### src/rtl/seq_mac_unit.sv
// Sequential unsigned shift-and-add multiplier feeding a wrap-around accumulator.
// One multiplier bit is consumed per clock; start/busy/done handshake.
module seq_mac_unit #(
  parameter int WIDTH = 8,
  parameter int ACC_W = 2*WIDTH+4
) (
  input  logic               clk,
  input  logic               rst_n,
  input  logic               start,
  input  logic [WIDTH-1:0]   a,
  input  logic [WIDTH-1:0]   b,
  input  logic               acc_en,
  input  logic               clear_acc,
  output logic               busy,
  output logic               done,
  output logic [2*WIDTH-1:0] p,
  output logic [ACC_W-1:0]   acc,
  output logic               ovf
);

  localparam int PW = 2*WIDTH;
  localparam int CW = (WIDTH > 2) ? $clog2(WIDTH) : 1;
  localparam logic [CW-1:0] LAST = CW'(WIDTH-1);

  typedef enum logic [1:0] {IDLE, MUL, DONE} state_t;

  state_t           state_reg;
  logic [PW-1:0]    a_sh_reg;
  logic [PW-1:0]    pp_reg;
  logic [WIDTH-1:0] b_sh_reg;
  logic [CW-1:0]    cnt_reg;
  logic             en_reg;

  logic [PW-1:0]    pp_next;
  logic [ACC_W:0]   sum_next;

  // The partial product including the current bit; on the last MUL edge this is the full product.
  always_comb begin
    pp_next  = b_sh_reg[0] ? (pp_reg + a_sh_reg) : pp_reg;
    sum_next = {1'b0, acc} + {{(ACC_W+1-PW){1'b0}}, pp_next};
  end

  always_ff @(posedge clk or negedge rst_n) begin
    if (!rst_n) begin
      state_reg <= IDLE;
      a_sh_reg  <= '0;
      b_sh_reg  <= '0;
      pp_reg    <= '0;
      cnt_reg   <= '0;
      en_reg    <= 1'b0;
      busy      <= 1'b0;
      done      <= 1'b0;
      p         <= '0;
      acc       <= '0;
      ovf       <= 1'b0;
    end else begin
      case (state_reg)
        IDLE: begin
          done <= 1'b0;
          if (clear_acc) begin
            acc <= '0;
            ovf <= 1'b0;
          end
          if (start) begin
            a_sh_reg  <= {{WIDTH{1'b0}}, a};
            b_sh_reg  <= b;
            en_reg    <= acc_en;
            pp_reg    <= '0;
            cnt_reg   <= '0;
            busy      <= 1'b1;
            state_reg <= MUL;
          end
        end
        MUL: begin
          pp_reg   <= pp_next;
          a_sh_reg <= a_sh_reg << 1;
          b_sh_reg <= b_sh_reg >> 1;
          cnt_reg  <= cnt_reg + 1'b1;
          if (cnt_reg == LAST) begin
            p <= pp_next;
            if (en_reg) begin
              acc <= sum_next[ACC_W-1:0];
              // Sticky: only a clear or reset drops it.
              ovf <= ovf | sum_next[ACC_W];
            end
            busy      <= 1'b0;
            done      <= 1'b1;
            state_reg <= DONE;
          end
        end
        DONE: begin
          done      <= 1'b0;
          state_reg <= IDLE;
        end
        default: begin
          busy      <= 1'b0;
          done      <= 1'b0;
          state_reg <= IDLE;
        end
      endcase
    end
  end

endmodule

### config.mk
export PLATFORM = sky130hd
export DESIGN_NAME = seq_mac_unit
export DESIGN_NICKNAME = d
export VERILOG_FILES = /design/src/rtl/seq_mac_unit.sv
export SDC_FILE = /design/constraint.sdc
export NUM_CORES = 1
export LEC_CHECK = 0
export BUFFER_PORTS_ARGS = -buffer_cell sky130_fd_sc_hd__buf_2
export CAP_MARGIN = 15
export CORE_UTILIZATION = 59
export DETAILED_ROUTE_END_ITERATION = 10
export PLACE_DENSITY = 0.84
export SYNTH_ARGS = -nofsm -noshare
export SYNTH_HDL_FRONTEND = slang
export SYNTH_SLANG_ARGS = --single-unit
### constraint.sdc
create_clock -name clk -period 5.1 [get_ports clk]
set_clock_uncertainty 0.1 [all_clocks]
set_input_delay 0.765 -clock clk [delete_from_list [all_inputs] [get_ports clk]]
set_output_delay 0.765 -clock clk [all_outputs]
set_load 0.02 [all_outputs]
Word level (Yosys, flattened, before mapping)
Cells that the tools add are included.

Bits in registers: 85. Input bits: 21. Output and inout port bits: 39. Word-level logic and storage cells: 56.

Add/sub/neg operators: 3. Eq/ne operators: 7. Muxes and demuxes: 25. Bitwise operators: 2. Reduce and logical (&&, ||, !) cells: 8.

Operators with widths (count): $pmux W16 S2 (2); $mux W20 (3); $mux W16 (3); $pmux W20 S2 (1); $add A20 B16 Y21 (1); $add A16 B16 Y16 (1); $pmux W8 S2 (1); $mux W8 (1); $ne A2 B2 Y1 const B (4); $reduce_and A2 Y1 (4); $mux W1 (7); $pmux W3 S2 (1); $mux W2 (2); $pmux W2 S2 (1); $reduce_and A4 Y1 (1); $add A3 B1 Y3 const B (1); $eq A3 B3 Y1 const B (1); $mux W3 (1); $pmux W1 S3 (1); $reduce_and A3 Y1 (1); $eq A2 B1 Y1 const B (1); $eq A2 B2 Y1 const B (1); $logic_not A2 Y1 (1); $pmux W1 S2 (1); other kinds (3) (3).

Longest topological paths before layout
Depth after elaboration: 7. Mapped depth: 18. Mapped depth without buffers: 18.

Worst setup path after synthesis
Ideal clock, no wire load.

Kind: register to register. Start: reg a_sh_reg[0]. End: reg acc[18]. Setup time: 66 ps. Arrival: 3744 ps. Required time: 4934 ps. Setup slack: 1190 ps. Stages on the path, launching flop included: 17. Buffers on the path: 0. Period minus slack after synthesis: 3910 ps. Cells stage by stage: dfrtp_1 ha_1 inv_1 fa_1 nor2b_1 o21a_1 o21ai_1 a211oi_1 a221oi_1 xnor2_1 mux2_2 ha_1 inv_2 or3_1 o31a_1 or4_1 nand2_1.

Longest elaborated chain between the ends: 6.

Ends and longest elaborated chain: start: declaration (RTL line 28) `logic [PW-1:0] a_sh_reg;`; start signal: assignment (RTL line 65) `a_sh_reg <= {{WIDTH{1'b0}}, a};`; start signal: assignment (RTL line 76) `a_sh_reg <= a_sh_reg << 1;`; $add A16 B16 Y16 (RTL line 39) `pp_next = b_sh_reg[0] ? (pp_reg + a_sh_reg) : pp_reg;`; $mux W16 (RTL line 39); via pp_next[12] (RTL line 34) `logic [PW-1:0] pp_next;`; $add A20 B16 Y21 (RTL line 40) `sum_next = {1'b0, acc} + {{(ACC_W+1-PW){1'b0}}, pp_next};`; $mux W20 (RTL line 81) `if (en_reg) begin`; $mux W20 (RTL line 79) `if (cnt_reg == LAST) begin`; $pmux W20 S2 (RTL line 57) `case (state_reg)`; end signal: assignment (RTL line 82) `acc <= sum_next[ACC_W-1:0];`; end: declaration (RTL line 17) `output logic [ACC_W-1:0] acc,`.

The timed path passes the listed nets, and every way through them passes these cells. The select of a mux whose other input is x is not followed. A chain may end at the register's enable or synchronous reset.

Worst setup path in the final report
Start: reg a_sh_reg[0]. End: reg acc[16].

The elaborated chain is that of the path after synthesis.

==> out/qor.csv <==
stage;metric;value;unit
worst_setup_path;reg2reg_to;acc[16];
worst_setup_path;path_cells;ha_1, inv_1, fa_1, nor2b_1, o21a_1, o21ai_1, a211oi_1, a221oi_1, xnor2_1, mux2_2, ha_1, inv_2, or3_1, o31a_1, or3_1, a21oi_1;
routing;wl_per_cell;16.4;um
routing;antenna_left;0;
global_routing;grt_max_degree;86;
sta;slew_headroom;27.0;%
finish;diodes;0;
floorplanning;initial_core_util;60.6;%
sta;rsz0062_at_grt;no;
clock_tree;cts_max_level;3;
sta;setup_violations;0;
floorplanning;die_h;96.2;um
logic_synthesis;yosys_warnings;0;
finish;largest_reg_flops;20;
finish;layout.nets;695;
logic_synthesis;synth_top_area_share;40.6;%
run_status;status;completed;
worst_setup_path;worstRegToRegCells;16;
worst_setup_path;worst-path-stages;16;
floorplanning;core;8640;um2
logic_synthesis;syn_inst;589;
clock_tree;cts_resized;0;
global_routing;grt_usage;28.6;%
flow_run;maxCapViolations;0;
worst_setup_path;required;5270;ps
floorplanning;row_count;34;
worst_setup_path;reg2reg_slack;630;ps
clock_tree;cts_buffer_depth;2;
clock_tree;post-cts-setup-buffers;0;
worst_setup_path;cp_max_fo;5;
logic_synthesis;netlist_area;5240;um2
floorplanning;pin_count;60;
worst_setup_path;crit_type;reg -> reg;
placed_design;portBuffers;59;
logic_synthesis;synth-seq-cells;85;
finish;fin_area;5850;um2
routing;drc_errors;0;
clock_tree;clock_latency;360;ps
logic_synthesis;yosysSeqAreaShare;40.6;%
worst_setup_path;cp-end-kind;flop;
routing;num_vias;4513;
worst_setup_path;critPathCapture;acc[16];
finish;regMostFlops;acc;
sta;finalHoldViolations;0;
worst_setup_path;slowest_stage;fa_1;
global_routing;grt-ovfl-total;0;
worst_setup_path;cp-start-kind;flop;
clock_tree;cts.reportedPaths.clkPinSlew;90;ps
sta;drv_slew;0;
sta;worst_slew_pin_slew;1090;ps
logic_synthesis;yosys.area.top_type;dfrtp_1;
clock_tree;cts_root_buf;clkbuf_8;
finish;area_growth;11.7;%
worst_setup_path;arrival;4650;ps
sta;timing.hold.ws;139;ps
routing;drtIter0Drc;292;
clock_tree;cts_sinks;85;
logic_synthesis;synthFlopType;dfrtp_1;
placed_design;hpwl;8780;um
global_routing;grt_pass1_wl;20200;um
clock_tree;hold_buffers;0;
clock_tree;numCtsBuffers;9;
routing;via_per_inst;6.02;
logic_synthesis;synth_edf_count;0;
logic_synthesis;synth_area_leaders;dfrtp_1 (41%), ha_1 (8.4%), nand2_1 (8.0%);
sta;finalSetupTns;0;ps
clock_tree;cts_tree;yes;
logic_synthesis;synth_nets;647;
sta;fin_crit_sh;87.7;%
routing;firstDrtPassIters;5;
worst_setup_path;timing.rr.start;a_sh_reg[0];
floorplanning;die_area;9260;um2
routing;routed_wl;12300;um
finish;drive_gt1_share;15.9;%
worst_setup_path;cp.buffers_inverters;2;
worst_setup_path;critPathTopFamily;compound AO/OA/AOI/OAI gates;
placed_design;placed_area;5570;um2
worst_setup_path;cp_slowest_stage_delay;410;ps
global_routing;grt_pass1_vias;4183;
logic_synthesis;async_flop_share;100;%
sta;fin_crit;4470;ps
worst_setup_path;startpoint;a_sh_reg[0];
placed_design;place_congestion;0.923;
logic_synthesis;avgSynthCellArea;8.89;um2
sta;max_freq;223;MHz
floorplanning;die_w;96.2;um
logic_synthesis;ys_types;59;
worst_hold_path;hp-class;in -> async;
global_routing;antenna_found_initial;0;
==> final cells by class <==
type                    count  area (um2)
flip-flops and latches     85        2130
repair buffers             64         355
inverters                  25        93.8
multi-input cells         452        2880
clock buffers              10         138
well taps                 108         135
fillers                   718        2790
clock inverters             6         119
==> synth_stat cells (9+ instances only) <==
cell and count:
xor2_1 10, mux2i_1 9, inv_1 24, nand3_1 35, nand2_1 111, clkbuf_1 19
a31oi_1 23, a21oi_1 24, o21ai_0 46, a21o_1 10, nor2_1 35, xnor2_1 16
dfrtp_1 85, ha_1 35
==> metrics by stage <==
step           setup WS (ps)  utilization [%]  cells
2_1_floorplan           1190                -    589
3_3_place_gp             901             64.5    733
3_5_place_dp             755             64.5    733
4_1_cts                  685             67.4    749
5_1_grt                  423             67.7    750
6_report                 626             67.7    750
==> worst min path at each step <==
stage	from	end	slack, ps	cells past startpoint
3_5_place_dp	p[8]	p[8]	370	2
2_1_floorplan	rst_n	a_sh_reg[0]	370	0
5_1_grt	rst_n	acc[13]	130	1
6_report	rst_n	acc[17]	140	1
4_1_cts	p[8]	p[8]	390	2
3_3_place_gp	p[7]	p[7]	360	2
==> per-layer routing <==
layer / wire length (um) / track usage, %
met5: 0 / 0
met4: 320 / 9.83
met3: 582 / 4.27
met2: 5910 / 46.6
met1: 5520 / 38.9
==> layout by cell type (no fill, tap or decap), drive strengths merged, types with 3 or more instances in the layout <==
cell and instances:
and3 3, a32o 7, nor2 35, mux2i 9
nand2 112, xnor2 16, inv 26, o211ai 5
mux2 9, a31oi 23, o21bai 3, ha 35
o31ai 3, a221o 3, a21oi 26, a211oi 8
o21a 4, clkbuf 10, bufinv 3, o21ai 53
dfrtp 85, xor2 10, nor2b 8, a21o 10
or3 5, nand2b 4, nand3 35, buf 64
==> logic make-up after synthesis <==
| family | synth area share [%] |
|---|---|
| xor+xnor | 4.35 |
| simple gates | 18.0 |
| flops | 40.6 |
| compound gates | 19.8 |
| mux | 3.73 |
| buf+inv | 4.37 |
| fa+ha+maj | 9.13 |
Power is not shown: default switching activity piles up to over one toggle a cycle in this logic, so the estimate is an artifact.
